`config.mk`:
```
export PLATFORM = sky130hd
export DESIGN_NAME = mem_arbiter_fsm_flat
export DESIGN_NICKNAME = d
export VERILOG_FILES = /design/src/rtl/cpu_types_pkg.sv /design/src/rtl/mem_arbiter_fsm_if.sv /design/src/rtl/mem_arbiter_fsm_access_timer.sv /design/src/rtl/mem_arbiter_fsm.sv /design/src/flat_wrapper.sv
export SDC_FILE = /design/constraint.sdc
export NUM_CORES = 1
export LEC_CHECK = 0
export ABC_CLOCK_PERIOD_IN_PS = 7070
export CORE_AREA = 2 2 103 105
export CTS_CLUSTER_DIAMETER = 80
export DETAILED_ROUTE_END_ITERATION = 16
export DIE_AREA = 0 0 105 107
export DONT_BUFFER_PORTS = 1
export PLACE_DENSITY = 0.69
export SLEW_MARGIN = 20
export SYNTH_ARGS = -nofsm -noshare
export SYNTH_HDL_FRONTEND = slang
export SYNTH_HIERARCHICAL = 1
export SYNTH_SLANG_ARGS = --single-unit
```
`constraint.sdc`:
```
create_clock -name CLK -period 7.07 [get_ports CLK]
set_clock_uncertainty 0.15 [all_clocks]
set_input_delay 2.121 -clock CLK [delete_from_list [all_inputs] [get_ports CLK]]
set_output_delay 2.121 -clock CLK [all_outputs]
set_load 0.01 [all_outputs]
```
`src/rtl/cpu_types_pkg.sv`:
```
// cpu_types_pkg -- shared types for the memory arbiter slice.
//   ramstate_t  : RAM status codes as presented on ramstate.
//   arb_state_t : arbiter FSM states.
//   timer_width : counter width for the optional access timeout
//                 (MEM_ARBITER_TIMEOUT_EN), never narrower than 8 bits.
package cpu_types_pkg;

  typedef enum logic [1:0] {
    FREE   = 2'd0,
    BUSY   = 2'd1,
    ACCESS = 2'd2,
    ERROR  = 2'd3
  } ramstate_t;

  typedef enum logic [1:0] {
    IDLE = 2'd0,
    IACC = 2'd1,
    DACC = 2'd2,
    RESP = 2'd3
  } arb_state_t;

  // Bits needed to count up to limit, with an 8-bit floor.
  function automatic int timer_width(input int limit);
    int w;
    w = $clog2(limit + 1);
    if (w < 8) begin
      w = 8;
    end else begin
      w = w;
    end
    return w;
  endfunction

endpackage

```
`src/rtl/mem_arbiter_fsm_if.sv`:
```
// mem_arbiter_fsm_if -- datapath request/response and RAM bus bundle.
//   Datapath side : iREN, iaddr, dREN, dWEN, daddr, dstore -> ihit, iload,
//                   dhit, dload (and memerr with MEM_ARBITER_TIMEOUT_EN).
//   RAM side      : ramREN, ramWEN, ramaddr, ramstore -> ramload, ramstate.
// Modports: master = datapath, slave = arbiter, ram = RAM model.
interface mem_arbiter_fsm_if #(
  parameter int ADDR_W = 32,
  parameter int DATA_W = 32
);
  import cpu_types_pkg::*;

  logic              iREN;
  logic [ADDR_W-1:0] iaddr;
  logic              dREN;
  logic              dWEN;
  logic [ADDR_W-1:0] daddr;
  logic [DATA_W-1:0] dstore;
  logic              ihit;
  logic [DATA_W-1:0] iload;
  logic              dhit;
  logic [DATA_W-1:0] dload;
  logic              ramREN;
  logic              ramWEN;
  logic [ADDR_W-1:0] ramaddr;
  logic [DATA_W-1:0] ramstore;
  logic [DATA_W-1:0] ramload;
  ramstate_t         ramstate;
`ifdef MEM_ARBITER_TIMEOUT_EN
  logic              memerr;
`endif

  modport master (
    output iREN, iaddr, dREN, dWEN, daddr, dstore,
    input  ihit, iload, dhit, dload
`ifdef MEM_ARBITER_TIMEOUT_EN
    , input memerr
`endif
  );

  modport slave (
    input  iREN, iaddr, dREN, dWEN, daddr, dstore, ramload, ramstate,
    output ihit, iload, dhit, dload, ramREN, ramWEN, ramaddr, ramstore
`ifdef MEM_ARBITER_TIMEOUT_EN
    , output memerr
`endif
  );

  modport ram (
    input  ramREN, ramWEN, ramaddr, ramstore,
    output ramload, ramstate
  );

endinterface

```
`src/rtl/mem_arbiter_fsm_access_timer.sv`:
```
// access_timer -- cycle counter for the optional access timeout.
// Only built with MEM_ARBITER_TIMEOUT_EN.
//   clk, rst : clock, async active-high reset
//   clear    : zero the count (asserted on the way into an access state)
//   active   : count this cycle (FSM is in an access state)
//   expired  : this cycle is the TIMEOUT-th one spent in the access state
`ifdef MEM_ARBITER_TIMEOUT_EN
module access_timer
  import cpu_types_pkg::*;
#(
  parameter int TIMEOUT = 255
) (
  input  logic clk,
  input  logic rst,
  input  logic clear,
  input  logic active,
  output logic expired
);

  localparam int CNT_W = timer_width(TIMEOUT);

  logic [CNT_W-1:0] count_r;

  // Cycles spent in the current access state.
  always_ff @(posedge clk or posedge rst) begin
    if (rst) begin
      count_r <= '0;
    end else if (clear) begin
      count_r <= '0;
    end else if (active) begin
      count_r <= count_r + CNT_W'(1);
    end else begin
      count_r <= count_r;
    end
  end

  // The count starts at 0 in the first access cycle, so TIMEOUT-1 marks the last one.
  assign expired = active && (count_r == CNT_W'(TIMEOUT - 1));

endmodule
`endif

```
`src/rtl/mem_arbiter_fsm.sv`:
```
// mem_arbiter_fsm -- serialises instruction-fetch and data requests onto a
// single-port RAM; data requests win over fetches.
//   CLK, RST : clock (rising edge), async active-high reset
//   bus      : mem_arbiter_fsm_if.slave (datapath requests/hits, RAM bus)
// Optional: MEM_ARBITER_TIMEOUT_EN aborts an access after TIMEOUT cycles
// without ACCESS, returning zero load data with memerr pulsed alongside the hit.
module mem_arbiter_fsm
  import cpu_types_pkg::*;
#(
  parameter int ADDR_W = 32,
  parameter int DATA_W = 32,
  parameter int TIMEOUT = 255
) (
  input  logic             CLK,
  input  logic             RST,
  mem_arbiter_fsm_if.slave bus
);

  arb_state_t        state_r, next_state_s;
  logic              is_data_r, is_data_s;
  logic              req_wen_r, req_wen_s;
  logic [ADDR_W-1:0] addr_r, addr_s;
  logic [DATA_W-1:0] store_r, store_s;
  logic              ram_ren_r, ram_ren_s;
  logic              ram_wen_r, ram_wen_s;
  logic              ihit_r, ihit_s;
  logic              dhit_r, dhit_s;
  logic [DATA_W-1:0] iload_r, iload_s;
  logic [DATA_W-1:0] dload_r, dload_s;
`ifdef MEM_ARBITER_TIMEOUT_EN
  logic              memerr_r, memerr_s;
  logic              timer_clear_s, timer_active_s, timer_expired_s;

  assign timer_clear_s  = (state_r == IDLE) && (next_state_s != IDLE);
  assign timer_active_s = (state_r == IACC) || (state_r == DACC);

  access_timer #(.TIMEOUT(TIMEOUT)) u_access_timer (
    .clk     (CLK),
    .rst     (RST),
    .clear   (timer_clear_s),
    .active  (timer_active_s),
    .expired (timer_expired_s)
  );
`endif

  // Next state and next values of every registered output.
  always_comb begin
    next_state_s = state_r;
    is_data_s    = is_data_r;
    req_wen_s    = req_wen_r;
    addr_s       = addr_r;
    store_s      = store_r;
    ram_ren_s    = ram_ren_r;
    ram_wen_s    = ram_wen_r;
    ihit_s       = 1'b0;
    dhit_s       = 1'b0;
    iload_s      = iload_r;
    dload_s      = dload_r;
`ifdef MEM_ARBITER_TIMEOUT_EN
    memerr_s     = 1'b0;
`endif
    case (state_r)
      IDLE: begin
        if (bus.dWEN) begin
          next_state_s = DACC;
          is_data_s    = 1'b1;
          req_wen_s    = 1'b1;
          addr_s       = bus.daddr;
          store_s      = bus.dstore;
          ram_ren_s    = 1'b0;
          ram_wen_s    = 1'b1;
        end else if (bus.dREN) begin
          next_state_s = DACC;
          is_data_s    = 1'b1;
          req_wen_s    = 1'b0;
          addr_s       = bus.daddr;
          ram_ren_s    = 1'b1;
          ram_wen_s    = 1'b0;
        end else if (bus.iREN) begin
          next_state_s = IACC;
          is_data_s    = 1'b0;
          req_wen_s    = 1'b0;
          addr_s       = bus.iaddr;
          ram_ren_s    = 1'b1;
          ram_wen_s    = 1'b0;
        end else begin
          next_state_s = IDLE;
          ram_ren_s    = 1'b0;
          ram_wen_s    = 1'b0;
        end
      end
      IACC, DACC: begin
        if (bus.ramstate == ACCESS) begin
          next_state_s = RESP;
          ram_ren_s    = 1'b0;
          ram_wen_s    = 1'b0;
          if (is_data_r) begin
            dhit_s = 1'b1;
            if (!req_wen_r) begin
              dload_s = bus.ramload;
            end else begin
              dload_s = dload_r;
            end
          end else begin
            ihit_s  = 1'b1;
            iload_s = bus.ramload;
          end
        end
`ifdef MEM_ARBITER_TIMEOUT_EN
        else if (timer_expired_s) begin
          next_state_s = RESP;
          ram_ren_s    = 1'b0;
          ram_wen_s    = 1'b0;
          memerr_s     = 1'b1;
          if (is_data_r) begin
            dhit_s  = 1'b1;
            dload_s = '0;
          end else begin
            ihit_s  = 1'b1;
            iload_s = '0;
          end
        end
`endif
        else begin
          next_state_s = state_r;
        end
      end
      RESP: begin
        next_state_s = IDLE;
      end
      default: begin
        next_state_s = IDLE;
        ram_ren_s    = 1'b0;
        ram_wen_s    = 1'b0;
      end
    endcase
  end

  // State and output registers.
  always_ff @(posedge CLK or posedge RST) begin
    if (RST) begin
      state_r   <= IDLE;
      is_data_r <= 1'b0;
      req_wen_r <= 1'b0;
      addr_r    <= '0;
      store_r   <= '0;
      ram_ren_r <= 1'b0;
      ram_wen_r <= 1'b0;
      ihit_r    <= 1'b0;
      dhit_r    <= 1'b0;
      iload_r   <= '0;
      dload_r   <= '0;
`ifdef MEM_ARBITER_TIMEOUT_EN
      memerr_r  <= 1'b0;
`endif
    end else begin
      state_r   <= next_state_s;
      is_data_r <= is_data_s;
      req_wen_r <= req_wen_s;
      addr_r    <= addr_s;
      store_r   <= store_s;
      ram_ren_r <= ram_ren_s;
      ram_wen_r <= ram_wen_s;
      ihit_r    <= ihit_s;
      dhit_r    <= dhit_s;
      iload_r   <= iload_s;
      dload_r   <= dload_s;
`ifdef MEM_ARBITER_TIMEOUT_EN
      memerr_r  <= memerr_s;
`endif
    end
  end

  assign bus.ramREN   = ram_ren_r;
  assign bus.ramWEN   = ram_wen_r;
  assign bus.ramaddr  = addr_r;
  assign bus.ramstore = store_r;
  assign bus.ihit     = ihit_r;
  assign bus.dhit     = dhit_r;
  assign bus.iload    = iload_r;
  assign bus.dload    = dload_r;
`ifdef MEM_ARBITER_TIMEOUT_EN
  assign bus.memerr   = memerr_r;
`endif

endmodule

```
`src/flat_wrapper.sv`:
```
// flat-port wrapper written by rule: the top's interface ports become plain ports
module mem_arbiter_fsm_flat import cpu_types_pkg::*;
#(
  parameter int ADDR_W = 32,
  parameter int DATA_W = 32,
  parameter int TIMEOUT = 255
)
  (CLK, RST, bus_iREN, bus_iaddr, bus_dREN, bus_dWEN, bus_daddr, bus_dstore, bus_ramload, bus_ramstate, bus_ihit, bus_iload, bus_dhit, bus_dload, bus_ramREN, bus_ramWEN, bus_ramaddr, bus_ramstore);
  mem_arbiter_fsm_if #(.ADDR_W(ADDR_W), .DATA_W(DATA_W)) bus_i ();
  input  logic CLK;
  input  logic RST;
  input wire logic [$bits(bus_i.iREN)-1:0] bus_iREN;
  input wire logic [$bits(bus_i.iaddr)-1:0] bus_iaddr;
  input wire logic [$bits(bus_i.dREN)-1:0] bus_dREN;
  input wire logic [$bits(bus_i.dWEN)-1:0] bus_dWEN;
  input wire logic [$bits(bus_i.daddr)-1:0] bus_daddr;
  input wire logic [$bits(bus_i.dstore)-1:0] bus_dstore;
  input wire logic [$bits(bus_i.ramload)-1:0] bus_ramload;
  input wire logic [$bits(bus_i.ramstate)-1:0] bus_ramstate;
  output wire logic [$bits(bus_i.ihit)-1:0] bus_ihit;
  output wire logic [$bits(bus_i.iload)-1:0] bus_iload;
  output wire logic [$bits(bus_i.dhit)-1:0] bus_dhit;
  output wire logic [$bits(bus_i.dload)-1:0] bus_dload;
  output wire logic [$bits(bus_i.ramREN)-1:0] bus_ramREN;
  output wire logic [$bits(bus_i.ramWEN)-1:0] bus_ramWEN;
  output wire logic [$bits(bus_i.ramaddr)-1:0] bus_ramaddr;
  output wire logic [$bits(bus_i.ramstore)-1:0] bus_ramstore;
  assign bus_i.iREN = bus_iREN;
  assign bus_i.iaddr = bus_iaddr;
  assign bus_i.dREN = bus_dREN;
  assign bus_i.dWEN = bus_dWEN;
  assign bus_i.daddr = bus_daddr;
  assign bus_i.dstore = bus_dstore;
  assign bus_i.ramload = bus_ramload;
  assign bus_i.ramstate = bus_ramstate;
  assign bus_ihit = bus_i.ihit;
  assign bus_iload = bus_i.iload;
  assign bus_dhit = bus_i.dhit;
  assign bus_dload = bus_i.dload;
  assign bus_ramREN = bus_i.ramREN;
  assign bus_ramWEN = bus_i.ramWEN;
  assign bus_ramaddr = bus_i.ramaddr;
  assign bus_ramstore = bus_i.ramstore;
  mem_arbiter_fsm #(.ADDR_W(ADDR_W), .DATA_W(DATA_W), .TIMEOUT(TIMEOUT)) u_core (.CLK(CLK), .RST(RST), .bus(bus_i));
endmodule
```
==> results of run 1 <==
[final cells by class]
type	instances	share of cell area
Sequential cell	136	0.545
Tap cell	136	0.0272
Inverter	4	0.00320
Timing Repair Buffer	5	0.00601
Multi-Input combinational cell	221	0.306
Clock inverter	10	0.0376
Clock buffer	22	0.0757
[cell usage in the layout, fill, tap and decap left out]
cell type | netlist | layout
clkbuf_8 | 0 | 5
nand2b_4 | 1 | 1
nor3_1 | 1 | 1
mux2_2 | 92 | 92
nor2_1 | 2 | 2
mux2i_1 | 34 | 34
o21ai_0 | 35 | 35
a31oi_1 | 1 | 1
ha_1 | 2 | 2
dfrtp_1 | 136 | 136
a211oi_1 | 1 | 1
o31ai_4 | 0 | 1
a311oi_1 | 2 | 2
inv_6 | 0 | 3
clkbuf_16 | 0 | 16
o21ba_2 | 1 | 1
clkinvlp_4 | 0 | 1
or2_2 | 1 | 1
a21oi_1 | 1 | 1
nand2_1 | 38 | 38
nor3b_4 | 1 | 1
bufinv_16 | 0 | 7
buf_4 | 3 | 5
inv_1 | 4 | 3
mux2_1 | 4 | 4
nand3_1 | 2 | 2
nor3_4 | 1 | 1
clkbuf_1 | 3 | 1
[report_power, final]
part	switching [W]	leakage, nW	internal, W	total, W
Clock	0.000312	0.342	0.000720	0.00103
Sequential	0.000462	1.65	0.00117	0.00163
Combinational	0.000283	0.893	0.000348	0.000631
[per-stage QoR]
stage | utilization | setup slack, ps | hold WS [ps] | std cells | instance area (um^2)
after CTS | 0.619 | 3800 | 400 | 534 | 6250
after detailed placement | 0.549 | 3330 | 386 | 502 | 5540
after global placement | 0.549 | 3390 | 378 | 502 | 5540
after floorplan | - | 1160 | 356 | 383 | 5470
after global routing | 0.619 | 3770 | 426 | 534 | 6250
final | 0.619 | 3820 | 400 | 534 | 6250
[state kept, by name, summed over array words and instances (netlist names)]
| name | count |
|---|---|
| u_core/bus.dhit | 1 |
| u_core/bus.ramREN | 1 |
| u_core/state_r | 2 |
| u_core/bus.dload | 32 |
| u_core/req_wen_r | 1 |
| u_core/bus.iload | 32 |
| u_core/bus.ihit | 1 |
| u_core/bus.ramstore | 32 |
| u_core/bus.ramaddr | 32 |
| u_core/bus.ramWEN | 1 |
| u_core/is_data_r | 1 |
[final timing paths]
check	start	end	cells after the start
hold reg to reg	u_core/bus.ramaddr[17]$_DFFE_PP0P_	u_core/bus.ramaddr[17]$_DFFE_PP0P_	2
setup reg to reg	u_core/state_r[0]$_DFFE_PP0P_	u_core/bus.dload[11]$_DFFE_PP0P_	6
hold / removal	u_core/bus.ramaddr[17]$_DFFE_PP0P_	u_core/bus.ramaddr[17]$_DFFE_PP0P_	2
max in group asynchronous	RST	u_core/bus.ramaddr[16]$_DFFE_PP0P_	2
min in group asynchronous	RST	u_core/bus.ramaddr[17]$_DFFE_PP0P_	1
setup / recovery	u_core/bus.ramWEN$_DFFE_PP0P_	bus_ramWEN	0
[worst min-delay path, stage by stage, from the launching register on]
cell	delay (ps)
dfrtp_1	390
nand2_1	60
o21ai_0	60
[cell families after synthesis]
group | synth area share
AND/OR/NAND/NOR | 0.0402
AO/OA/AOI/OAI | 0.0418
flip-flops | 0.622
buffers and inverters | 0.0316
multiplexers | 0.260
adder cells (fa/ha/maj) | 0.00457
[layer usage]
layer / part of all wire / wire [um]
met1: 0.35 / 3830
met2: 0.52 / 5660
met3: 0.12 / 1310
met5: 0 / 0
met4: 0.011 / 125
==> reports/qor.txt, run 1 <==
I/O pins: 267
Chip height: 107 um
Gr busiest metal: met2
# diodes: 0
# fillers: 776
Via count: 2975
CTS hold repair buffers: 0
Top FF cell, synth: dfrtp_1
Netlist cell types: 25
Syn Area/Cell: 14.3 um^2
CTS Sinks: 136
Global route total overflow: 0
Layout cells sized above 1: 0.339
Nets: 522
Grt met1 use: 0.201
Worst setup EP type: primary output
DRT Pass-1 Iters: 4
CTS tree: built
Final setup violation count: 0
Post-DP HPWL: 7910 um
Fin crit share: 0.459
RSZ-0062 raised after global routing: false
PwrDens: 527 mW/mm^2
H-tree depth: 4
Status: complete, no violations
CTS Buffer Depth: 2
Post-CTS sizing: 0
First-pass GRT wire length: 17000 um
Least-Margin Pin Slew: 988 ps
Final total power: 0.00330 W
Worst-Skew Late Latency: 500 ps
Reg2Reg Setup Slack: 4850 ps
Largest net degree at the start of global routing: 91
Vias in the first global route: 3249
Synth warn: 6
Die outline width: 105 um
Top-count cell post-synth: dfrtp_1
Clk root buf: clkbuf_8
Hold Path Class: flip-flop to flip-flop
Maximum vdd drop: 0.256 mV
Top post-synthesis cells by area: dfrtp_1, mux2_2, mux2i_1
Critical path launch point type: flip-flop
Synth Instances: 383
Synthesized flop and latch total: 136
# port buffers: 0
CTS buffer count: 17
Post-synth top area share: 0.622
Synth area leader: dfrtp_1
Antenna violations before repair: 0
Synthesized area: 0.00547 mm^2
Post-CTS Setup Repair Bufs: 0
GR Layer Usage met3: 0.102
CP required: 4800 ps
Fin crit period: 3250 ps
Final setup TNS: 0 ps
Die area: 0.0112 mm^2
Initial Util: 0.542
Multi-input gate area: 0.00191 mm^2
Final hold violations: 0
Relative max-transition margin: 0.342
Number of flops mapped to enable cells by yosys: 0
Static leakage: 2.88 nW
CP max FO: 3
Register area: 0.00340 mm^2
Routing usage on met2: 0.347
Initial DRC count: 87
Post-Syn Nets: 520
Clock slew at reported path FFs: 60 ps
Layout area overhead: 14.2%
Synth top cells by count: dfrtp_1, mux2_2, nand2_1
CORE AREA: 0.0101 mm^2
Sequential share of the synthesized area: 0.622
WL/cell: 20.4 um
GPL Wtd Cong: 0.747
Vias per inst: 5.57
Synth async-reset ratio: 1.00
Fmax: 308 MHz
Max Cap Viol: 0
Final ANT Viol Nets: 0
Drc violations: 0
Max-slew violation count: 0
Global Route Usage Sum: 0.198
Final wirelength: 10900 um
Critical path arrival: 970 ps
Number of cell rows: 37
Critical path class: flip-flop to primary output
(Power assumes the default switching activity.)
==> run 2: changes to the inputs <==
ABC_CLOCK_PERIOD_IN_PS = 2600   (was 7070)
PLACE_DENSITY = 0.72   (was 0.69)
clock period = 2.6 ns   (was 7.07 ns; I/O delays follow)
==> reports/qor.txt, run 2 (synthesized netlist as in run 1, its figures left out) <==
Status: complete, no violations
Via count: 3036 (+2.1%)
Most frequent cells in the layout: dfrtp_1, mux2_2, nand2_1
Post-CTS sizing: 0 (unchanged)
Number of cell rows: 37 (unchanged)
Clk root buf: clkbuf_8
CTS buffer count: 17 (unchanged)
Die outline width: 105 um (unchanged)
Vias in the first global route: 3352 (+3.2%)
DP Worst Slack: 354 ps (-2980 ps)
WL/cell: 21.4 um (+4.7%)
Drc violations: 0 (unchanged)
# fillers: 784 (+1.0%)
Setup ws final: 508 ps (-3320 ps)
Final setup TNS: 0 ps (unchanged)
Layout area overhead: 13.3%
# diodes: 0 (unchanged)
Critical path launch point type: flip-flop
CORE AREA: 0.0101 mm^2 (unchanged)
# port buffers: 0 (unchanged)
Least-Margin Pin Slew: 999 ps (+11.2 ps)
Final ANT Viol Nets: 0 (unchanged)
CTS Sinks: 136 (unchanged)
Hold Path Class: input port to async pin
Fmax: 478 MHz
Largest net degree at the start of global routing: 137 (+51%)
Relative max-transition margin: 0.334 (-0.00744)
Max-slew violation count: 0 (unchanged)
Worst setup EP type: flip-flop
Fin crit period: 2090 ps
H-tree depth: 4 (unchanged)
Post-CTS Setup Repair Bufs: 0 (unchanged)
I/O pins: 267 (unchanged)
RSZ-0062 raised after global routing: false
Post-DP HPWL: 8210 um (+3.7%)
Clock slew at reported path FFs: 60 ps (about the same)
Final setup violation count: 0 (unchanged)
Layout cells sized above 1: 0.342 (+0.00251)
First-pass GRT wire length: 17100 um (+0.93%)
Critical path arrival: 2330 ps (+1360 ps)
Global Route Usage Sum: 0.202 (+0.00450)
Final total power: 0.00865 W (+160%)
Leading cell type in the layout, fill and taps excluded: dfrtp_1
Initial DRC count: 145 (+67%)
CTS tree: built
Area after DPL: 0.00559 mm^2 (+0.93%)
Static leakage: 2.85 nW (-0.96%)
Design area: 0.00620 mm^2 (-0.82%)
Fin crit share: 0.805
Worst-Skew Late Latency: 510 ps (about the same)
Vias per inst: 5.69 (+2.1%)
PwrDens: 1400 mW/mm^2 (+160%)
CTS Buffer Depth: 2 (unchanged)
Max Cap Viol: 0 (unchanged)
Nets: 522 (unchanged)
Final wirelength: 11400 um (+4.7%)
CTS hold repair buffers: 0 (unchanged)
Antenna violations before repair: 0 (unchanged)
Global route total overflow: 0 (unchanged)
CP required: 2840 ps (-1960 ps)
Die area: 0.0112 mm^2 (unchanged)
Maximum vdd drop: 0.856 mV (+230%)
DRT Pass-1 Iters: 6 (+2)
CP max FO: 32 (+29)
Initial Util: 0.542 (unchanged)
Final hold violations: 0 (unchanged)
Chip height: 107 um (unchanged)
GPL Wtd Cong: 0.754 (+1.0%)
Critical path class: flip-flop to flip-flop
run 2: metal layers:
| layer | vias to the layer above | global-route usage | share of wire |
|---|---|---|---|
| li1 | 1337 | - | - |
| met1 | 1473 | 0.208 | 0.34 |
| met2 | 201 | 0.347 | 0.51 |
| met3 | 25 | 0.0930 | 0.12 |
| met4 | 0 | 0.104 | 0.023 |
| met5 | - | 0 | 0 |
run 2: power breakdown:
part / switching, W / internal (W) / leakage, nW / total (W)
logic: 0.000799 / 0.000974 / 0.905 / 0.00177
registers: 0.00126 / 0.00318 / 1.65 / 0.00445
clock network: 0.000907 / 0.00152 / 0.303 / 0.00243
total: 0.00297 / 0.00568 / 2.85 / 0.00865
run 2: layout make-up:
type,count,area (um^2),share of cell area
Timing Repair Buffer,5,87.6,0.0141
Clock inverter,13,166,0.0269
Clock buffer,19,442,0.0713
Sequential cell,136,3400,0.549
Tap cell,136,170,0.0275
Inverter,4,18.8,0.00303
Multi-Input combinational cell,221,1910,0.308
run 2: worst max-delay path: stages, from the launching register on:
cell and delay, ps:
dfrtp_1 330, inv_1 70, ha_1 450, nand2_1 170, nor3_4 180, buf_12 230, mux2_2 370
run 2: metrics by stage:
step,hold WS (ps),instances,util
2_1_floorplan,356,383,-
3_3_place_gp,373,502,0.554
3_5_place_dp,385,502,0.554
4_1_cts,214,534,0.614
5_1_grt,227,534,0.614
6_report,193,534,0.614
run 2: final timing paths:
path	slack (ps)	from	depth (start not counted)	endpoint
setup / recovery	510	u_core/state_r[1]$_DFFE_PP0P_	6	u_core/bus.dload[2]$_DFFE_PP0P_
min in group CLK	250	bus_ramload[26]	1	u_core/bus.iload[26]$_DFFE_PP0P_
setup reg to reg	510	u_core/state_r[1]$_DFFE_PP0P_	6	u_core/bus.dload[2]$_DFFE_PP0P_
hold reg to reg	390	u_core/req_wen_r$_DFFE_PP0P_	2	u_core/req_wen_r$_DFFE_PP0P_
max in group asynchronous	1580	RST	2	u_core/bus.dhit$_DFF_PP0_
hold / removal	190	RST	2	u_core/bus.dload[17]$_DFFE_PP0P_
